**src/rtl/csa_pipe_param.sv**
```systemverilog
// csa_pipe_param: pipelined carry-select adder/subtractor with valid/ready flow control
module csa_pipe_param #(
   parameter int WIDTH  = 64,
   parameter int GROUP  = 8,
   parameter int STAGES = 2
) (
   input  logic             clock,
   input  logic             reset,
   input  logic             in_valid,
   output logic             in_ready,
   input  logic [WIDTH-1:0] op1,
   input  logic [WIDTH-1:0] op2,
   input  logic             cin,
   input  logic             sub,
   output logic [WIDTH-1:0] sum,
   output logic             crout,
   output logic             ovf,
   output logic             out_valid,
   input  logic             out_ready
);
   localparam int NG  = WIDTH / GROUP;
   localparam int GPS = NG / STAGES;
   localparam int L   = STAGES - 1;

   logic [WIDTH-1:0] a_d [STAGES];
   logic [WIDTH-1:0] b_d [STAGES];
   logic [WIDTH-1:0] s_in [STAGES];
   logic [WIDTH-1:0] s_d [STAGES];
   logic [WIDTH-1:0] a_q [STAGES];
   logic [WIDTH-1:0] b_q [STAGES];
   logic [WIDTH-1:0] s_q [STAGES];
   logic             c_in [STAGES];
   logic             c_d [STAGES];
   logic             c_q [STAGES];
   logic             v_d [STAGES];
   logic             v_q [STAGES];
   logic [GROUP:0]   p0 [NG];
   logic [GROUP:0]   p1 [NG];
   logic             stall;

   assign stall     = out_valid & ~out_ready;
   assign in_ready  = ~stall;
   assign out_valid = v_q[L];
   assign sum       = s_q[L];
   assign crout     = c_q[L];
   assign ovf       = (a_q[L][WIDTH-1] == b_q[L][WIDTH-1]) & (s_q[L][WIDTH-1] != a_q[L][WIDTH-1]);

   // Slice inputs: slice 0 takes the ports (subtract folded into the operand and carry), later slices take the previous boundary
   always_comb begin
      a_d[0]  = op1;
      b_d[0]  = sub ? ~op2 : op2;
      s_in[0] = '0;
      c_in[0] = sub ? ~cin : cin;
      v_d[0]  = in_valid;
      for (int k = 1; k < STAGES; k++) begin
         a_d[k]  = a_q[k-1];
         b_d[k]  = b_q[k-1];
         s_in[k] = s_q[k-1];
         c_in[k] = c_q[k-1];
         v_d[k]  = v_q[k-1];
      end
   end

   for (genvar g = 0; g < NG; g++) begin : grp
      localparam int K = g / GPS;
      assign p0[g] = {1'b0, a_d[K][g*GROUP +: GROUP]} + {1'b0, b_d[K][g*GROUP +: GROUP]};
      assign p1[g] = {1'b0, a_d[K][g*GROUP +: GROUP]} + {1'b0, b_d[K][g*GROUP +: GROUP]} + (GROUP+1)'(1);
   end

   // Carry-select chain: the incoming group carry picks between the precomputed cin=0 and cin=1 results
   always_comb begin
      for (int k = 0; k < STAGES; k++) begin
         s_d[k] = s_in[k];
         c_d[k] = c_in[k];
         for (int j = 0; j < GPS; j++) begin
            s_d[k][(k*GPS+j)*GROUP +: GROUP] = c_d[k] ? p1[k*GPS+j][GROUP-1:0] : p0[k*GPS+j][GROUP-1:0];
            c_d[k] = c_d[k] ? p1[k*GPS+j][GROUP] : p0[k*GPS+j][GROUP];
         end
      end
   end

   // Slice boundary registers advance together unless the output is stalled; reset overrides both
   always_ff @(posedge clock) begin
      if (reset) begin
         for (int k = 0; k < STAGES; k++) begin
            a_q[k] <= '0;
            b_q[k] <= '0;
            s_q[k] <= '0;
            c_q[k] <= 1'b0;
            v_q[k] <= 1'b0;
         end
      end else if (!stall) begin
         for (int k = 0; k < STAGES; k++) begin
            a_q[k] <= a_d[k];
            b_q[k] <= b_d[k];
            s_q[k] <= s_d[k];
            c_q[k] <= c_d[k];
            v_q[k] <= v_d[k];
         end
      end
   end
endmodule

```
**config.mk**
```make
export PLATFORM = sky130hd
export DESIGN_NAME = csa_pipe_param
export DESIGN_NICKNAME = d
export VERILOG_FILES = /design/src/rtl/csa_pipe_param.sv
export SDC_FILE = /design/constraint.sdc
export NUM_CORES = 1
export LEC_CHECK = 0
export BUFFER_PORTS_ARGS = -buffer_cell sky130_fd_sc_hd__buf_4
export CAP_MARGIN = 15
export CORE_ASPECT_RATIO = 1.1
export CORE_UTILIZATION = 40
export CTS_CLUSTER_SIZE = 12
export DETAILED_ROUTE_END_ITERATION = 10
export PLACE_DENSITY_LB_ADDON = 0.05
export SYNTH_ARGS = -nofsm -noshare
export SYNTH_HDL_FRONTEND = slang
export SYNTH_SLANG_ARGS = --single-unit
```
**constraint.sdc**
```tcl
create_clock -name clock -period 7.8 [get_ports clock]
set_clock_uncertainty 0.1 [all_clocks]
set_input_delay 1.56 -clock clock [delete_from_list [all_inputs] [get_ports clock]]
set_output_delay 1.56 -clock clock [all_outputs]
set_load 0.02 [all_outputs]
```
# Yosys cells after proc, flatten, opt, wreduce, memory -nomap -nowiden
# Memories as Yosys holds them, arrays and structs flattened.
# Cells that the tools add are included.
# W data, S select, Z words.
[totals]
reg_bits = 0
ramBits = 388
in_bits = 134
elab_cells = 72
memories = 5
[op_classes]
addsub = 16
eq_ne = 2
muxes = 33
bitwise = 16
[mem_list]
columns = ["name", "depth", "width", "read_ports", "rd_ports_with_merged_regs", "write_ports", "line_no", "source"]
rows = [
  ["a_q", 2, 64, 2, 0, 2, "29", "logic [WIDTH-1:0] a_q [STAGES];"],
  ["b_q", 2, 64, 2, 0, 2, "30", "logic [WIDTH-1:0] b_q [STAGES];"],
  ["s_q", 2, 64, 2, 0, 2, "31", "logic [WIDTH-1:0] s_q [STAGES];"],
  ["c_q", 2, 1, 2, 0, 2, "34", "logic c_q [STAGES];"],
  ["v_q", 2, 1, 2, 0, 2, "36", "logic v_q [STAGES];"],
]
[ops]
columns = ["operator", "n"]
rows = [
  ["$mux W64", 7],
  ["$add A8 B8 Y9", 8],
  ["$add A9 B1 Y9 const B", 8],
  ["$mux W8", 8],
  ["$not A64 Y64", 1],
  ["$mux W1", 18],
  ["$or A1 B1 Y1", 10],
  ["$not A1 Y1", 3],
  ["$and A1 B1 Y1", 2],
  ["$eq A1 B1 Y1", 1],
  ["$ne A1 B1 Y1", 1],
]

# Longest topological paths before layout
[depth]
depth_word = 9
depth_mapped = 18

# Worst setup path before layout
# Ideal clock, no wire load.
[synth_path]
path_kind = "input to register"
startpoint = "in sub"
endpoint = "mem s_q[0][30] (data pin)"
t_arrival_ps = 5287
setup_slack_ps = 2266
cell_stages = 18
cell_sequence = "buf_1 buf_1 xor2_1 ha_1 inv_1 fa_1 and3b_1 o211a_1 nor3_1 nor4b_2 nand4_1 and2_1 buf_6 a31oi_4 nand3_2 buf_2 or3_1 a21oi_1"
[synth_lines]
columns = ["item", "line_no", "source"]
rows = [
  ["from (decl)", "14", "input logic sub,"],
  ["to (decl)", "31", ""],
]

==> metrics <==
Ports=202; Starting Density=40.80%; Comb pwr share=29.7%; number of unique standard cell types used by synthesis=66; first-pass GRT wire length=35.07 mm; Fin. Hold Viols=0; Sink Count=166; Total Routing Usage GR=16.47%; Area growth, synth to finish=22.88%; Setup crit end=s_q[0][31]$_SDFFCE_PN0P_; CTS tree=built; Final #Nets=1392; vias per inst=4.791; DR iter-0 viols=374; worst setup margin=2.634 ns; layout filler cell count=2474; r2r worst-path depth=12; Port Buffers=201; HP Class=flip-flop to flip-flop; Hold Path Origin=s_q[0][9]$_SDFFCE_PN0P_; fmax=0.1936 GHz; sequential share of the synthesized area=46.60%; RR Startpoint=a_q[0][40]$_SDFFCE_PN0P_; Clock power frac=29.0%; status=complete, no violations; CP startpoint=sub; leakage=5.685 nW; Flop pwr share=41.4%; Worst setup SP type=primary input; clock period minus worst slack=5.166 ns; overall power=0.002796 W; final WL=21.61 mm; async set-or-reset flop fraction in the synthesized netlist=0%; actual slew at the worst max-slew pin=1.090 ns; worst endpoint required time=7.97 ns; pre-CTS WS=2.131 ns; hpwl dp=16.35 mm; reg-to-reg critical path endpoint=c_q[0][1]$_SDFFCE_PN0P_; clock slew at reported path FFs=0.07 ns; Die ar.=0.02740 mm2; EDFF count, synth=166; initial antenna violation count=1; Net Count, Synth=1196; sw power=0.0008588 W; CP arrival=5.34 ns; final core utilization=50.13%; routability cong.=0.7966; die width=157.9 um; Area contributors post-synth=edfxtp_1, ha_1, xnor2_1; Synth Warn #=0; Slew headroom=27.11%; post-route ant nets=0; Internal=0.001937 W; vias in the first global route=7212; worst-path maximum fanout=33; internal reg-to-reg setup slack=3.24 ns; DR WL/cell=14.02 um; CTS Hold Bufs=0; Synth Register Bits=166; first drt pass iteration count=4; Peak VDD IR=0.1608 mV; worst setup path class=primary input to flip-flop; sw frac=30.72%; share of cells above drive strength 1=22.79%; Post-Syn Area=0.01070 mm2; die height=173.5 um; # diodes=0; MaxCap Viol Count=0; largest net degree at the start of global routing=68; Hold Slack=0.4162 ns; Post-CTS Setup Inserts=0; cell taking the most area after synthesis=edfxtp_1; setup_tns=0 ns; Post-synth top flop=edfxtp_1; vias=7383; Gate Count Post-Synth=980; CP endpoint kind=flip-flop; post-CTS sizing=0; placeable core area=0.02622 mm2; Avg Cell Area, Syn=10.92 um2; grt ovf=0; CTS buffer count=17; Rows=62; RSZ-0062 raised after global routing=no; CTS Buffer Depth=2; Slew Viols, Final=0; Tcrit/Tclk final=66.23%; later-pin clock latency in the skew report=0.43 ns; DRC violations left=0; area share of the largest cell type after synthesis=46.60%; Setup violations, final=0; PD cells=212.7 mW/mm2; H-Tree Depth=4; CTS root buf=clkbuf_16
-- area by class of cell --
type / count / area, um2 / area share (%)
multi-input cells: 741 / 5440 / 41.39
well taps: 352 / 440.4 / 3.350
clock buffers: 17 / 425.4 / 3.236
flip-flops and latches: 166 / 4985 / 37.92
clock inverters: 15 / 142.6 / 1.085
inverters: 44 / 165.2 / 1.256
repair buffers: 206 / 1546 / 11.76
-- through the flow --
stage                     area [um2]  instances
after global routing           13150       1541
after global placement         12580       1509
after detailed placement       12580       1509
after CTS                      13150       1541
after floorplan                10700        980
final                          13150       1541
-- flip-flops by register name (all words and copies together) (netlist names) --
register,cells
s_q,96
a_q,33
b_q,33
c_q,2
v_q,2
-- synthesized netlist by cell type (4+ instances only) --
| cell type | n |
|---|---|
| a211oi_2 | 5 |
| nand3_1 | 19 |
| a211oi_1 | 5 |
| ha_1 | 74 |
| o211ai_1 | 4 |
| xor2_1 | 64 |
| nand2b_1 | 8 |
| and2_1 | 73 |
| nor3_1 | 16 |
| inv_1 | 44 |
| nor2b_1 | 9 |
| o21bai_1 | 11 |
| o2111ai_1 | 4 |
| edfxtp_1 | 166 |
| or3_1 | 14 |
| mux2i_1 | 5 |
| nand4_1 | 10 |
| buf_1 | 6 |
| clkbuf_1 | 20 |
| nor2_1 | 105 |
| o21ai_1 | 12 |
| a21oi_1 | 51 |
| and3_1 | 13 |
| nor4_1 | 6 |
| or2_2 | 4 |
| nand2_1 | 34 |
| a21o_1 | 16 |
| o21a_1 | 9 |
| xnor2_1 | 87 |
| nor3b_1 | 4 |
| o21ai_0 | 25 |
| fa_1 | 8 |
-- critical path: stages --
cell	delay, ns
buf_4	0.40
xor2_1	0.19
ha_1	0.19
inv_1	0.06
fa_1	0.41
and3b_1	0.27
or3_1	0.13
nand4b_1	0.15
nor4b_2	0.29
nand4_1	0.21
and2_1	0.33
a31oi_4	0.18
nand3_2	0.22
or4_1	0.57
a21oi_1	0.15
-- cells by family (layout without fill, tap and decap cells) --
kind of cell | after synthesis | after routing | synth area share [%]
mux | 8 | 8 | 0.8070
xor+xnor | 153 | 153 | 12.67
flops | 166 | 166 | 46.60
fa+ha+maj | 82 | 82 | 10.15
simple gates | 330 | 330 | 16.18
buf+inv | 73 | 282 | 2.713
compound gates | 168 | 168 | 10.89
-- layout by cell type (no fill, tap or decap), types with 17 or more instances in the layout --
master,count
and2_1,73
clkbuf_16,17
xnor2_1,87
nor2_1,105
a21oi_1,51
buf_4,206
o21ai_0,25
nand2_1,34
xor2_1,64
inv_1,44
edfxtp_1,166
nand3_1,19
ha_1,74
-- worst min-delay path by stage --
| stage | to | depth (start not counted) | slack [ns] |
|---|---|---|---|
| global route | s_q[0][84]$_SDFFCE_PN0P_ | 1 | 0.44 |
| detailed placement | s_q[0][73]$_SDFFCE_PN0P_ | 1 | 0.40 |
| global placement | s_q[0][79]$_SDFFCE_PN0P_ | 1 | 0.40 |
| floorplan | s_q[0][64]$_SDFFCE_PN0P_ | 1 | 0.40 |
| finish | s_q[0][73]$_SDFFCE_PN0P_ | 1 | 0.42 |
| CTS | s_q[0][73]$_SDFFCE_PN0P_ | 1 | 0.42 |
-- layer usage --
metal / GRT usage (%) / share of wire, % / up-vias
met1: 19.20 / 43 / 3334
met4: 5.016 / 1.4 / 2
met2: 29.41 / 51 / 150
li1: - / - / 3876
met3: 3.950 / 4.8 / 21
met5: 0 / 0.079 / -
-- power groups by stage --
stage          registers [W]  logic (W)  clock network, W
3_3_place_gp         0.00118   0.000830                 0
4_1_cts              0.00116   0.000841          0.000833
3_5_place_dp         0.00118   0.000839                 0
5_1_grt              0.00117   0.000932          0.000866
2_1_floorplan        0.00124   0.000532                 0
6_report             0.00116   0.000829          0.000810
Note: power is estimated with default switching activity, not from simulation.
